## config.mk

```make
export PLATFORM = sky130hd
export DESIGN_NAME = fetch_unit
export DESIGN_NICKNAME = d
export VERILOG_FILES = /design/src/rtl/fetch_unit_pkg.sv /design/src/rtl/fetch_unit.sv
export SDC_FILE = /design/constraint.sdc
export NUM_CORES = 1
export LEC_CHECK = 0
export CORE_ASPECT_RATIO = 1.25
export CORE_MARGIN = 5
export CORE_UTILIZATION = 45
export DETAILED_ROUTE_END_ITERATION = 7
export PLACE_DENSITY_LB_ADDON = 0.12
export SYNTH_ARGS = -nofsm -noshare
export SYNTH_HDL_FRONTEND = slang
export SYNTH_SLANG_ARGS = --single-unit
```

## constraint.sdc

```tcl
create_clock -name clk_i -period 3.55 [get_ports clk_i]
set_input_delay 0.5325 -clock clk_i [delete_from_list [all_inputs] [get_ports clk_i]]
set_output_delay 0.5325 -clock clk_i [all_outputs]
set_load 0.01 [all_outputs]
```

## src/rtl/fetch_unit_pkg.sv

```systemverilog
// Shared types for the instruction fetch front end: fetch packet layout,
// fetch FSM states and the fixed PC increment.
package fetch_unit_pkg;

    localparam logic [31:0] PC_STEP = 32'd4;

    typedef struct packed {
        logic [31:0] pc;
        logic [31:0] ir;
        logic [31:0] pc_next;
    } fetch_pkt_t;

    typedef enum logic [1:0] {
        IDLE = 2'd0,
        REQ  = 2'd1,
        HOLD = 2'd2
    } fetch_state_t;

endpackage

```

## src/rtl/fetch_unit.sv

```systemverilog
// Instruction fetch: keeps the PC, issues one I-cache read at a time and
// presents each returned word as a {pc, ir, pc_next} packet on valid/ready.
module fetch_unit
    import fetch_unit_pkg::*;
#(
    parameter logic [31:0] RESET_PC = 32'h4000_0060
) (
    input  logic        clk_i,
    input  logic        reset_n_i,
    input  logic        flush_i,
    input  logic [31:0] flush_pc_i,
    output logic        icache_read_o,
    output logic [31:0] icache_addr_o,
    input  logic [31:0] icache_rdata_i,
    input  logic        icache_resp_i,
    output logic        valid_o,
    output fetch_pkt_t  data_o,
    input  logic        ready_i
);

    fetch_state_t r_state;
    fetch_state_t w_state;
    logic [31:0]  r_pc;
    logic [31:0]  w_pc;
    logic [31:0]  r_req_addr;
    logic [31:0]  w_req_addr;
    fetch_pkt_t   r_out;
    fetch_pkt_t   w_out;
    logic         r_out_valid;
    logic         w_out_valid;
    logic         r_squash;
    logic         w_squash;

    assign icache_read_o = (r_state == REQ);
    assign icache_addr_o = r_req_addr;
    assign valid_o       = r_out_valid;
    assign data_o        = r_out;

    always_comb begin
        w_state     = r_state;
        w_pc        = r_pc;
        w_req_addr  = r_req_addr;
        w_out       = r_out;
        w_out_valid = r_out_valid;
        w_squash    = r_squash;

        unique case (r_state)
            IDLE: begin
                w_state = REQ;
                if (flush_i) begin
                    w_out_valid = 1'b0;
                    w_pc        = flush_pc_i;
                    w_req_addr  = flush_pc_i;
                end else begin
                    w_req_addr  = r_pc;
                end
            end
            REQ: begin
                if (flush_i) begin
                    w_pc = flush_pc_i;
                    // An outstanding read cannot be withdrawn; squash its reply instead.
                    if (icache_resp_i) begin
                        w_squash   = 1'b0;
                        w_req_addr = flush_pc_i;
                    end else begin
                        w_squash   = 1'b1;
                    end
                end else if (icache_resp_i) begin
                    if (r_squash) begin
                        w_squash   = 1'b0;
                        w_req_addr = r_pc;
                    end else begin
                        w_out.pc      = r_req_addr;
                        w_out.ir      = icache_rdata_i;
                        w_out.pc_next = r_req_addr + PC_STEP;
                        w_out_valid   = 1'b1;
                        w_pc          = r_req_addr + PC_STEP;
                        w_state       = HOLD;
                    end
                end
            end
            HOLD: begin
                if (flush_i) begin
                    w_out_valid = 1'b0;
                    w_pc        = flush_pc_i;
                    w_req_addr  = flush_pc_i;
                    w_state     = REQ;
                end else if (ready_i) begin
                    w_out_valid = 1'b0;
                    w_req_addr  = r_pc;
                    w_state     = REQ;
                end
            end
            default: begin
                w_state = IDLE;
            end
        endcase
    end

    always_ff @(posedge clk_i) begin
        if (reset_n_i) begin
            r_state     <= IDLE;
            r_pc        <= RESET_PC;
            r_req_addr  <= RESET_PC;
            r_out       <= '0;
            r_out_valid <= 1'b0;
            r_squash    <= 1'b0;
        end else begin
            r_state     <= w_state;
            r_pc        <= w_pc;
            r_req_addr  <= w_req_addr;
            r_out       <= w_out;
            r_out_valid <= w_out_valid;
            r_squash    <= w_squash;
        end
    end

endmodule

```

* Word level (Yosys, flattened, before mapping)
Cells that the tools add are included.
** Operators by class
- Divide/modulo/power cells :: 0
- Shifts and indexed selects :: 0
- Equality and inequality tests :: 10
- Add/subtract/negate cells :: 1
- Multiply operators :: 0
- $lt $le $gt $ge :: 0
- Bitwise operators :: 2
- Multiplexer cells :: 28
- Reductions and logical operators :: 11
** Operators with widths (count)
- 2-to-1 mux 32 bit :: 10
- case mux 32 bit (3 select lines) :: 1
- case mux 32 bit (2 select lines) :: 1
- adder 32 x 3 -> 32 bit (second input constant) :: 1
- AND reduction 4 bit :: 3
- 2-to-1 mux 2 bit :: 5
- 2-to-1 mux 1 bit :: 9
- inequality test 2 bit (second input constant) :: 3
- inequality test 3 x 2 -> 1 bit (second input constant) :: 2
- inequality test 3 bit (second input constant) :: 2
- case mux 2 bit (3 select lines) :: 1
- AND reduction 6 bit :: 1
- nonzero test 2 bit :: 2
- case mux 1 bit (3 select lines) :: 1
- AND reduction 3 bit :: 1
- nonzero test 3 bit :: 1
- equality test 2 x 1 -> 1 bit (second input constant) :: 1
- equality test 2 bit (second input constant) :: 1
- zero test 2 bit :: 1
- inequality test 2 x 1 -> 1 bit (second input constant) :: 1
- inverter 1 bit :: 2
- AND reduction 2 bit :: 1
- OR reduction 2 bit :: 1
** Storage, ports and cells
- ROM bits :: 0
- Latch bits :: 0
- Bits of input ports :: 69
- Flip-flop bits (word level) :: 164
- Output and inout port bits :: 130
- Bits in writable memories :: 0
- Memories :: 0

* Logic depth before layout (Yosys ltp)
Gate-level depths: netlist of the first run.
- Word-level depth :: 5
- Mapped depth :: 9
- Mapped depth without buffers :: 6

* Worst setup path after synthesis of the first run
OpenSTA, ideal clock, no wires.
- Path kind :: input to register
- From :: in flush_i
- To :: reg r_out (netlist bit data_o[62])
- Stages :: 9
- Library setup time :: 0.132 ns
- Setup slack :: 1.585 ns
- Buffers on the path :: 5
- Arrival :: 1.833 ns
- Required time :: 3.418 ns
- Cell sequence :: buf_2 -> nand2b_1 -> clkbuf_1 -> or3_1 -> clkbuf_1 -> buf_2 -> buf_2 -> nand2_1 -> a21oi_1
** Between the ends
- Longest elaborated chain between the ends :: 2
** Ends and longest elaborated chain
- start: declaration :: line fetch_unit.sv:10 : input logic flush_i,
- inverter 1 bit (no line)
- AND reduction 4 bit (no line)
- end signal: assignment :: line fetch_unit.sv:112 : r_out <= w_out;
- end: declaration :: line fetch_unit.sv:27 : fetch_pkt_t r_out;
No other way between the ends.
A chain may end at the register's enable or synchronous reset.

* Worst setup path after layout of the first run
- From :: reg r_state[0]
- To :: reg r_out (netlist bit data_o[95])
** Between the ends
- Longest elaborated chain between the ends :: 2
** Ends and longest elaborated chain
- start: declaration :: line fetch_unit.sv:21 : fetch_state_t r_state;
- start signal: assignment :: line fetch_unit.sv:109 : r_state <= w_state;
- equality test 2 x 1 -> 1 bit :: line fetch_unit.sv:47 : unique case (r_state)
- AND reduction 4 bit (no line)
No other way between the ends.

==> results.rst, run 1 <==
.. list-table::
   :header-rows: 1

   * - Metric
     - Value
   * - Crit path kind
     - reg2reg
   * - Count leader, synth
     - sky130_fd_sc_hd__dfxtp_1
   * - Netlist area before placement
     - 6880 sq um
   * - Area enclosed by the die boundary
     - ~18000 sq um
   * - Dominant synthesized flop cell
     - sky130_fd_sc_hd__dfxtp_1
   * - Finish-stage setup viols
     - 0
   * - Num CTS Buffers
     - 17
   * - Tightest hold margin
     - roughly 0.42 ns
   * - Critical Path Slowest Stage Cell
     - sky130_fd_sc_hd__or3_2
   * - Layout Nets
     - roughly 1100
   * - Starting DRC count in detailed routing
     - ~440
   * - First-pass GRT wire length
     - 33.2 mm
   * - Clock Path Buffers
     - 2
   * - Peak Freq
     - 0.412 GHz
   * - Die boundary width
     - between 100 and 150 microns
   * - Reg power frac
     - about 44%
   * - Layout overhead on the synthesized area
     - 38.9%
   * - Number of rows in the core area
     - 50
   * - Count of TritonRoute iterations in the first routing pass
     - 6
   * - Final period demand of the worst path
     - approximately 2.4 ns
   * - Worst-case register-to-register setup slack
     - 1.13 ns
   * - Final Max Slew Viols
     - 0
   * - Remaining global-route overflow
     - 0
   * - Starting utilization of the core area
     - 45.8%
   * - Fraction of power consumed by the clock network
     - a little over 40%
   * - Longest individual stage delay on the worst path
     - 0.83 ns
   * - Worst relative slew slack
     - approximately 22%
   * - Leak
     - about 3.5 nW
   * - Critical path required time
     - approximately 3.8 ns
   * - Share of final-layout standard cells stronger than drive strength 1
     - 5.29%
   * - Unrepaired setup endpoints after global routing
     - no
   * - CP Data Arrival Time
     - 2.70 ns
   * - All-Layer GR Usage
     - 23.1%
   * - Number of cells produced by synthesis
     - 827
   * - Detailed-route wire length per cell
     - around 17 microns
   * - Number of inserted diodes
     - 0
   * - Class of the worst hold path
     - in2reg
   * - CTS Sinks
     - around 160
   * - Final hold violation count
     - 0
   * - Area post-placement
     - slightly below 9000 sq um
   * - Number of distinct library cells after synthesis
     - between 40 and 50
   * - Number of global-route vias before repair
     - 6165
   * - EDFF count, synth
     - 0
   * - Proportion of synthesized chip area in sequential cells
     - 47.2%
   * - Via/cell ratio
     - ~5.5
   * - Buffers and inverters on the worst path
     - 2
   * - Number of buffers inserted for hold repair after clock tree synthesis
     - 0
   * - Startpoint Class
     - flip-flop
   * - Number of antenna violations at the first check in global routing
     - 0
   * - Share of flip-flops with an asynchronous set or reset after synthesis
     - 0%
   * - Switching power share of the total
     - 25.4%
   * - Clock Latency Late Sink
     - ~0.43 ns
   * - Final wirelength
     - 20.7 mm
   * - Cell occurring most often along the worst timing path
     - sky130_fd_sc_hd__buf_4
   * - Number of top-level pins
     - about 200
   * - Detailed placer's ending HPWL
     - 14.2 mm
   * - Crit share post-route
     - 68.3%
   * - Internal portion of total power
     - approximately 0.0034 W
   * - Clock skew after layout
     - between 0.006 and 0.007 ns
   * - Number of remaining DRC errors
     - 0
   * - Series of cell instances along the critical path
     - buf_4, nand2b_1, or3_2, buf_4, nand2_1, a21oi_1
   * - Outcome
     - finished, final reports clean
   * - Least-Margin Pin Slew
     - approximately 1.2 ns
   * - #FFs+latches synth
     - 162
   * - Largest net degree at the start of global routing
     - 77
   * - Buffers added on ports
     - ~200
   * - Post-Synthesis Net Count
     - 897
   * - GP Congestion
     - between 0.7 and 0.8
   * - Top post-synthesis cells by count
     - sky130_fd_sc_hd__dfxtp_1, sky130_fd_sc_hd__nand2_1, sky130_fd_sc_hd__a21oi_1
   * - Share of power burned in combinational logic
     - approximately 14%
   * - Residual antenna-violating net count after detailed routing
     - 0
   * - Type of element capturing the critical path
     - flip-flop
   * - CTS clock-pin slew for the worst setup and hold paths
     - about 0.06 ns
   * - Synth top area cells
     - sky130_fd_sc_hd__dfxtp_1, sky130_fd_sc_hd__nand2_1, sky130_fd_sc_hd__a21oi_1
   * - Area share of the leading cell type in the synthesized netlist
     - between 40% and 50%
   * - Largest area contributor in the netlist
     - sky130_fd_sc_hd__dfxtp_1
   * - Placeable core region
     - roughly 15000 sq um
   * - Height of the die
     - 148 microns
   * - Clock tree root buffer cell
     - sky130_fd_sc_hd__clkbuf_16
   * - Count of buffers added by post-CTS timing repair for setup
     - 0
   * - Accumulated negative setup slack
     - 0 ns
   * - Clock tree from TritonCTS
     - done
   * - Worst path top cell family by delay
     - simple AND/OR/NAND/NOR gates
   * - Number of resized instances in the post-cts repair step
     - 0
   * - Net switching component of the power
     - roughly 0.0012 W
   * - Max-Cap Viols
     - 0
   * - Depth of the CTS H-tree
     - 4
   * - Post-route cell area
     - between 9000 and 10000 sq um
   * - Worst vdd ir
     - 285 uV
   * - Overall via count from detail_route
     - roughly 6500
   * - Maximum fanout encountered on the critical timing path
     - 46
   * - Total of warnings raised by yosys
     - 0
   * - Average footprint of a synthesized cell
     - 8.32 sq um
   * - Total chip power
     - between 0.004 and 0.005 W
   * - Cell Pwr Density
     - 483 nW/um^2
==> stage by stage <==
stage	setup WS, ns	util (%)	std cells
after global placement	0.808	59.5	1151
after floorplan	1.58	-	827
after detailed placement	0.789	59.5	1151
final	1.13	63.6	1183
after CTS	1.12	63.6	1183
after global routing	0.926	63.6	1183
==> cells by family after synthesis <==
family | Yosys count | synth area share (%)
XOR/XNOR | 26 | 3.31
adder cells (fa/ha/maj) | 1 | 0.182
buffers and inverters | 79 | 4.86
flip-flops | 162 | 47.2
multiplexers | 33 | 4.80
AND/OR/NAND/NOR | 306 | 19.6
AO/OA/AOI/OAI | 220 | 20.1
==> power by group through the flow <==
stage	clock [W]	combinational [W]	sequential [W]
after CTS	0.00194	0.000672	0.00204
after global placement	0	0.000662	0.00208
after floorplan	0	0.000325	0.00208
final	0.00191	0.000666	0.00204
after detailed placement	0	0.000667	0.00208
after global routing	0.00201	0.000727	0.00206
==> per-layer routing <==
layer | global-route usage (%) | vias to the layer above | wire, microns
li1 | - | 3228 | -
met1 | 29.5 | 2987 | 8930
met2 | 38.3 | 232 | 9970
met3 | 5.78 | 20 | 1510
met4 | 7.65 | 0 | 263
met5 | 0 | - | 0
==> flip-flops by register name, summed over array words and instances (netlist names) <==
signal	cells
data_o	94
icache_addr_o	32
r_pc	32
r_state	2
r_squash	1
valid_o	1
==> layout make-up <==
cell class | instances | area, sq um
inverter | 8 | 30.0
sequential | 162 | 3240
clock inverter | 8 | 125
fill | 1332 | 5460
clock buffer | 24 | 492
timing repair buffer | 213 | 2120
multi-input combinational | 586 | 3310
tap | 182 | 228
==> cells in the final DEF, fill, tap and decap left out, drive strengths merged, types with 10 or more instances in the layout <==
master / synthesis / layout
a211oi: 46 / 46
a21oi: 85 / 85
a22oi: 10 / 10
buf: 25 / 17
clkbuf: 46 / 24
clkdlybuf4s50: 0 / 196
dfxtp: 162 / 162
mux2i: 33 / 33
nand2: 159 / 159
nand4: 14 / 14
nor2: 78 / 78
nor3: 16 / 16
o21ai: 37 / 37
o22ai: 10 / 10
xor2: 22 / 22
==> worst paths after layout <==
check	start	to	depth (start not counted)
min	flush_i	r_state[1]$_SDFFE_PP0P_	2
min reg2reg	data_o[44]$_SDFFE_PP0P_	data_o[44]$_SDFFE_PP0P_	2
max reg2reg	r_state[0]$_SDFFE_PP0P_	data_o[95]$_SDFFE_PP0P_	6
max	r_state[0]$_SDFFE_PP0P_	data_o[95]$_SDFFE_PP0P_	6
==> worst reg2reg max path, stage by stage, from the launching register on <==
cell and delay, ns:
sky130_fd_sc_hd__dfxtp_1 0.31, sky130_fd_sc_hd__buf_4 0.22, sky130_fd_sc_hd__nand2b_1 0.28, sky130_fd_sc_hd__or3_2 0.83, sky130_fd_sc_hd__buf_4 0.41, sky130_fd_sc_hd__nand2_1 0.16, sky130_fd_sc_hd__a21oi_1 0.07
(Power assumes the default switching activity.)
==> inputs of run 2 (changes only) <==
--- a/config.mk
+++ b/config.mk
@@ -7,7 +7,7 @@
 export LEC_CHECK = 0
 export CORE_ASPECT_RATIO = 1.25
 export CORE_MARGIN = 5
-export CORE_UTILIZATION = 45
+export CORE_UTILIZATION = 43
 export DETAILED_ROUTE_END_ITERATION = 7
 export PLACE_DENSITY_LB_ADDON = 0.12
 export SYNTH_ARGS = -nofsm -noshare
==> constraint.sdc (replaced) <==
create_clock -name clk_i -period 1.9 [get_ports clk_i]
set_input_delay 0.285 -clock clk_i [delete_from_list [all_inputs] [get_ports clk_i]]
set_output_delay 0.285 -clock clk_i [all_outputs]
set_load 0.01 [all_outputs]
==> run 2 against run 1 <==
Compared with the run above:
- final cell count increased by 7.4%
- clock-buffer cell count decreased by 6
- die area increased by 4.3%
- hold slack got worse by 0.31 ns
- clock skew increased by 0.0031 ns
- cell area increased by 6.5%
- power increased by 88%
- clock power increased by 81%
- core utilization increased by 1.4 points
- critical endpoint is now icache_addr_o[5]
==> results.rst, run 2 (synthesis gave the netlist of run 1 again) <==
.. list-table::
   :header-rows: 1

   * - Metric
     - Value
   * - Outcome
     - finished, final reports clean
   * - Share of final-layout standard cells stronger than drive strength 1
     - 11.9%
   * - Clock skew after layout
     - around 0.01 ns
   * - Layout overhead on the synthesized area
     - 47.9%
   * - Internal portion of total power
     - around 0.0063 W
   * - Crit share post-route
     - approximately 97%
   * - Finish-stage setup viols
     - 0
   * - Worst relative slew slack
     - between 70% and 80%
   * - Number of global-route vias before repair
     - 6478
   * - Placed Cells incl. Taps
     - roughly 1200
   * - Hold path depth
     - 2
   * - Switching power share of the total
     - ~27%
   * - Overall via count from detail_route
     - about 6600
   * - Final hold violation count
     - 0
   * - Post-route cell area
     - 10200 sq um
   * - Reg power frac
     - 43.3%
   * - Number of top-level pins
     - a little under 200
   * - Largest net degree at the start of global routing
     - between 90 and 100
   * - Clock Latency Late Sink
     - 0.43 ns
   * - Worst-case register-to-register setup slack
     - approximately 0.09 ns
   * - Share of power burned in combinational logic
     - roughly 17%
   * - Reg2reg end
     - data_o[31]$_SDFFE_PP0P_
   * - Clock tree root buffer cell
     - sky130_fd_sc_hd__clkbuf_16
   * - Origin of the worst min-delay path
     - reset_n_i
   * - Start of the worst register-to-register path
     - icache_addr_o[2]$_SDFFE_PP0P_
   * - Layout Nets
     - approximately 1100
   * - Placeable core region
     - about 16000 sq um
   * - Startpoint Class
     - flip-flop
   * - Worst vdd ir
     - 482 uV
   * - Die boundary width
     - ~120 microns
   * - Leak
     - roughly 3.8 nW
   * - Unrepaired setup endpoints after global routing
     - yes
   * - Number of buffers inserted for hold repair after clock tree synthesis
     - 0
   * - Count of TritonRoute iterations in the first routing pass
     - 5
   * - Final Max Slew Viols
     - 0
   * - Peak Freq
     - ~0.54 GHz
   * - Clock Path Buffers
     - 2
   * - Max-Cap Viols
     - 0
   * - CP Data Arrival Time
     - ~1.6 ns
   * - Detailed placer's ending HPWL
     - ~16 mm
   * - Critical Path Slowest Stage Cell
     - sky130_fd_sc_hd__clkdlybuf4s50_1
   * - Remaining global-route overflow
     - 0
   * - Area enclosed by the die boundary
     - roughly 19000 sq um
   * - Number of remaining DRC errors
     - 0
   * - Clock tree from TritonCTS
     - done
   * - Final Core Density
     - 65.1%
   * - Starting utilization of the core area
     - 44.0%
   * - Area post-placement
     - 9500 sq um
   * - Longest individual stage delay on the worst path
     - 0.54 ns
   * - Crit path kind
     - reg2out
   * - CTS Sinks
     - between 150 and 200
   * - Maximum fanout encountered on the critical timing path
     - 4
   * - All-Layer GR Usage
     - 23.1%
   * - Hold Path End
     - r_pc[11]$_SDFFE_PP0P_
   * - Final period demand of the worst path
     - ~1.8 ns
   * - Tightest hold margin
     - roughly 0.11 ns
   * - Most frequent standard cell in the layout excluding fill and tap cells
     - sky130_fd_sc_hd__clkdlybuf4s50_1
   * - Worst setup slack after placement
     - -0.170 ns
   * - Series of cell instances along the critical path
     - buf_4, clkdlybuf4s50_1
   * - Number of antenna violations at the first check in global routing
     - 0
   * - Num CTS Buffers
     - 17
   * - First-pass GRT wire length
     - about 34 mm
   * - Fraction of power consumed by the clock network
     - about two fifths
   * - Residual antenna-violating net count after detailed routing
     - 0
   * - PnR worst setup slack
     - between 0.05 and 0.06 ns
   * - Cell Pwr Density
     - roughly 850 nW/um^2
   * - GP Congestion
     - roughly 0.86
   * - Detailed-route wire length per cell
     - ~17 microns
   * - Final Non-Filler Cells
     - approximately 1300
   * - Via/cell ratio
     - around 5.2
   * - Class of the worst hold path
     - in2reg
   * - Starting DRC count in detailed routing
     - 545
   * - Type of element capturing the critical path
     - output pin
   * - Final wirelength
     - 21.9 mm
   * - Number of rows in the core area
     - just over 50
   * - CTS clock-pin slew for the worst setup and hold paths
     - about 0.060 ns
   * - Logic depth of the worst register-to-register path
     - 6
   * - Least-Margin Pin Slew
     - 0.405 ns
   * - Depth of the CTS H-tree
     - 4
   * - Critical path required time
     - roughly 1.6 ns
   * - Height of the die
     - approximately 150 microns
   * - Most frequent cells in the layout
     - sky130_fd_sc_hd__clkdlybuf4s50_1, sky130_fd_sc_hd__nand2_1, sky130_fd_sc_hd__dfxtp_1
   * - Net switching component of the power
     - about 0.0023 W
   * - Number of flip-flops in the largest register
     - 94
   * - Number of inserted diodes
     - 0
   * - Buffers added on ports
     - 198
[run 2: power by group through the flow]
stage	Clock [W]	Sequential (W)	Combinational (W)
after floorplan	0	0.00389	0.000608
after global placement	0	0.00383	0.00145
after detailed placement	0	0.00383	0.00146
after CTS	0.00350	0.00376	0.00147
after global routing	0.00368	0.00379	0.00159
final	0.00345	0.00376	0.00147
[run 2: repair_timing]
item | 4_1_cts | 5_1_grt
pin swaps | 0 | 3
buffers inserted | 0 | 1
gates resized for setup | 1 | 17
setup endpoints to repair | 1 | 18
[run 2: layout make-up]
type	count	area [sq um]
repair buffers	270	2660
multi-input cells	586	3380
clock buffers	18	439
inverters	8	30.0
flip-flops and latches	162	3250
well taps	212	265
fillers	1402	5460
clock inverters	14	153
[run 2: worst max-delay path, delay by kind of cell (launching register included)]
| kind | cells | cell delay [ns] |
|---|---|---|
| buffers and inverters | 2 | 0.72 |
| flip-flops | 1 | 0.42 |
[run 2: worst max path at each step]
stage,start,to,slack (ns),cells past startpoint
after CTS,icache_addr_o[2]$_SDFFE_PP0P_,r_pc[10]$_SDFFE_PP0P_,0.02,8
after detailed placement,icache_resp_i,data_o[5]$_SDFFE_PP0P_,-0.17,8
after global placement,icache_resp_i,data_o[5]$_SDFFE_PP0P_,-0.12,8
after floorplan,icache_addr_o[2]$_SDFFE_PP0P_,r_pc[18]$_SDFFE_PP0P_,0.04,6
final,icache_addr_o[5]$_SDFFE_PP1P_,icache_addr_o[5],0.06,2
after global routing,icache_addr_o[10]$_SDFFE_PP0P_,data_o[31]$_SDFFE_PP0P_,-0.02,6
[run 2: metal layers]
metal,part of all wire (%),GRT usage [%]
met1,43,28.8
met2,49,39.2
met3,6.0,5.27
met4,1.5,7.53
met5,0,0
[run 2: through the flow]
stage | TNS (ns) | total power (W)
after floorplan | 0 | 0.00449
after global placement | -5.06 | 0.00528
after detailed placement | -7.68 | 0.00529
after CTS | 0 | 0.00873
after global routing | -0.0255 | 0.00906
final | 0 | 0.00868
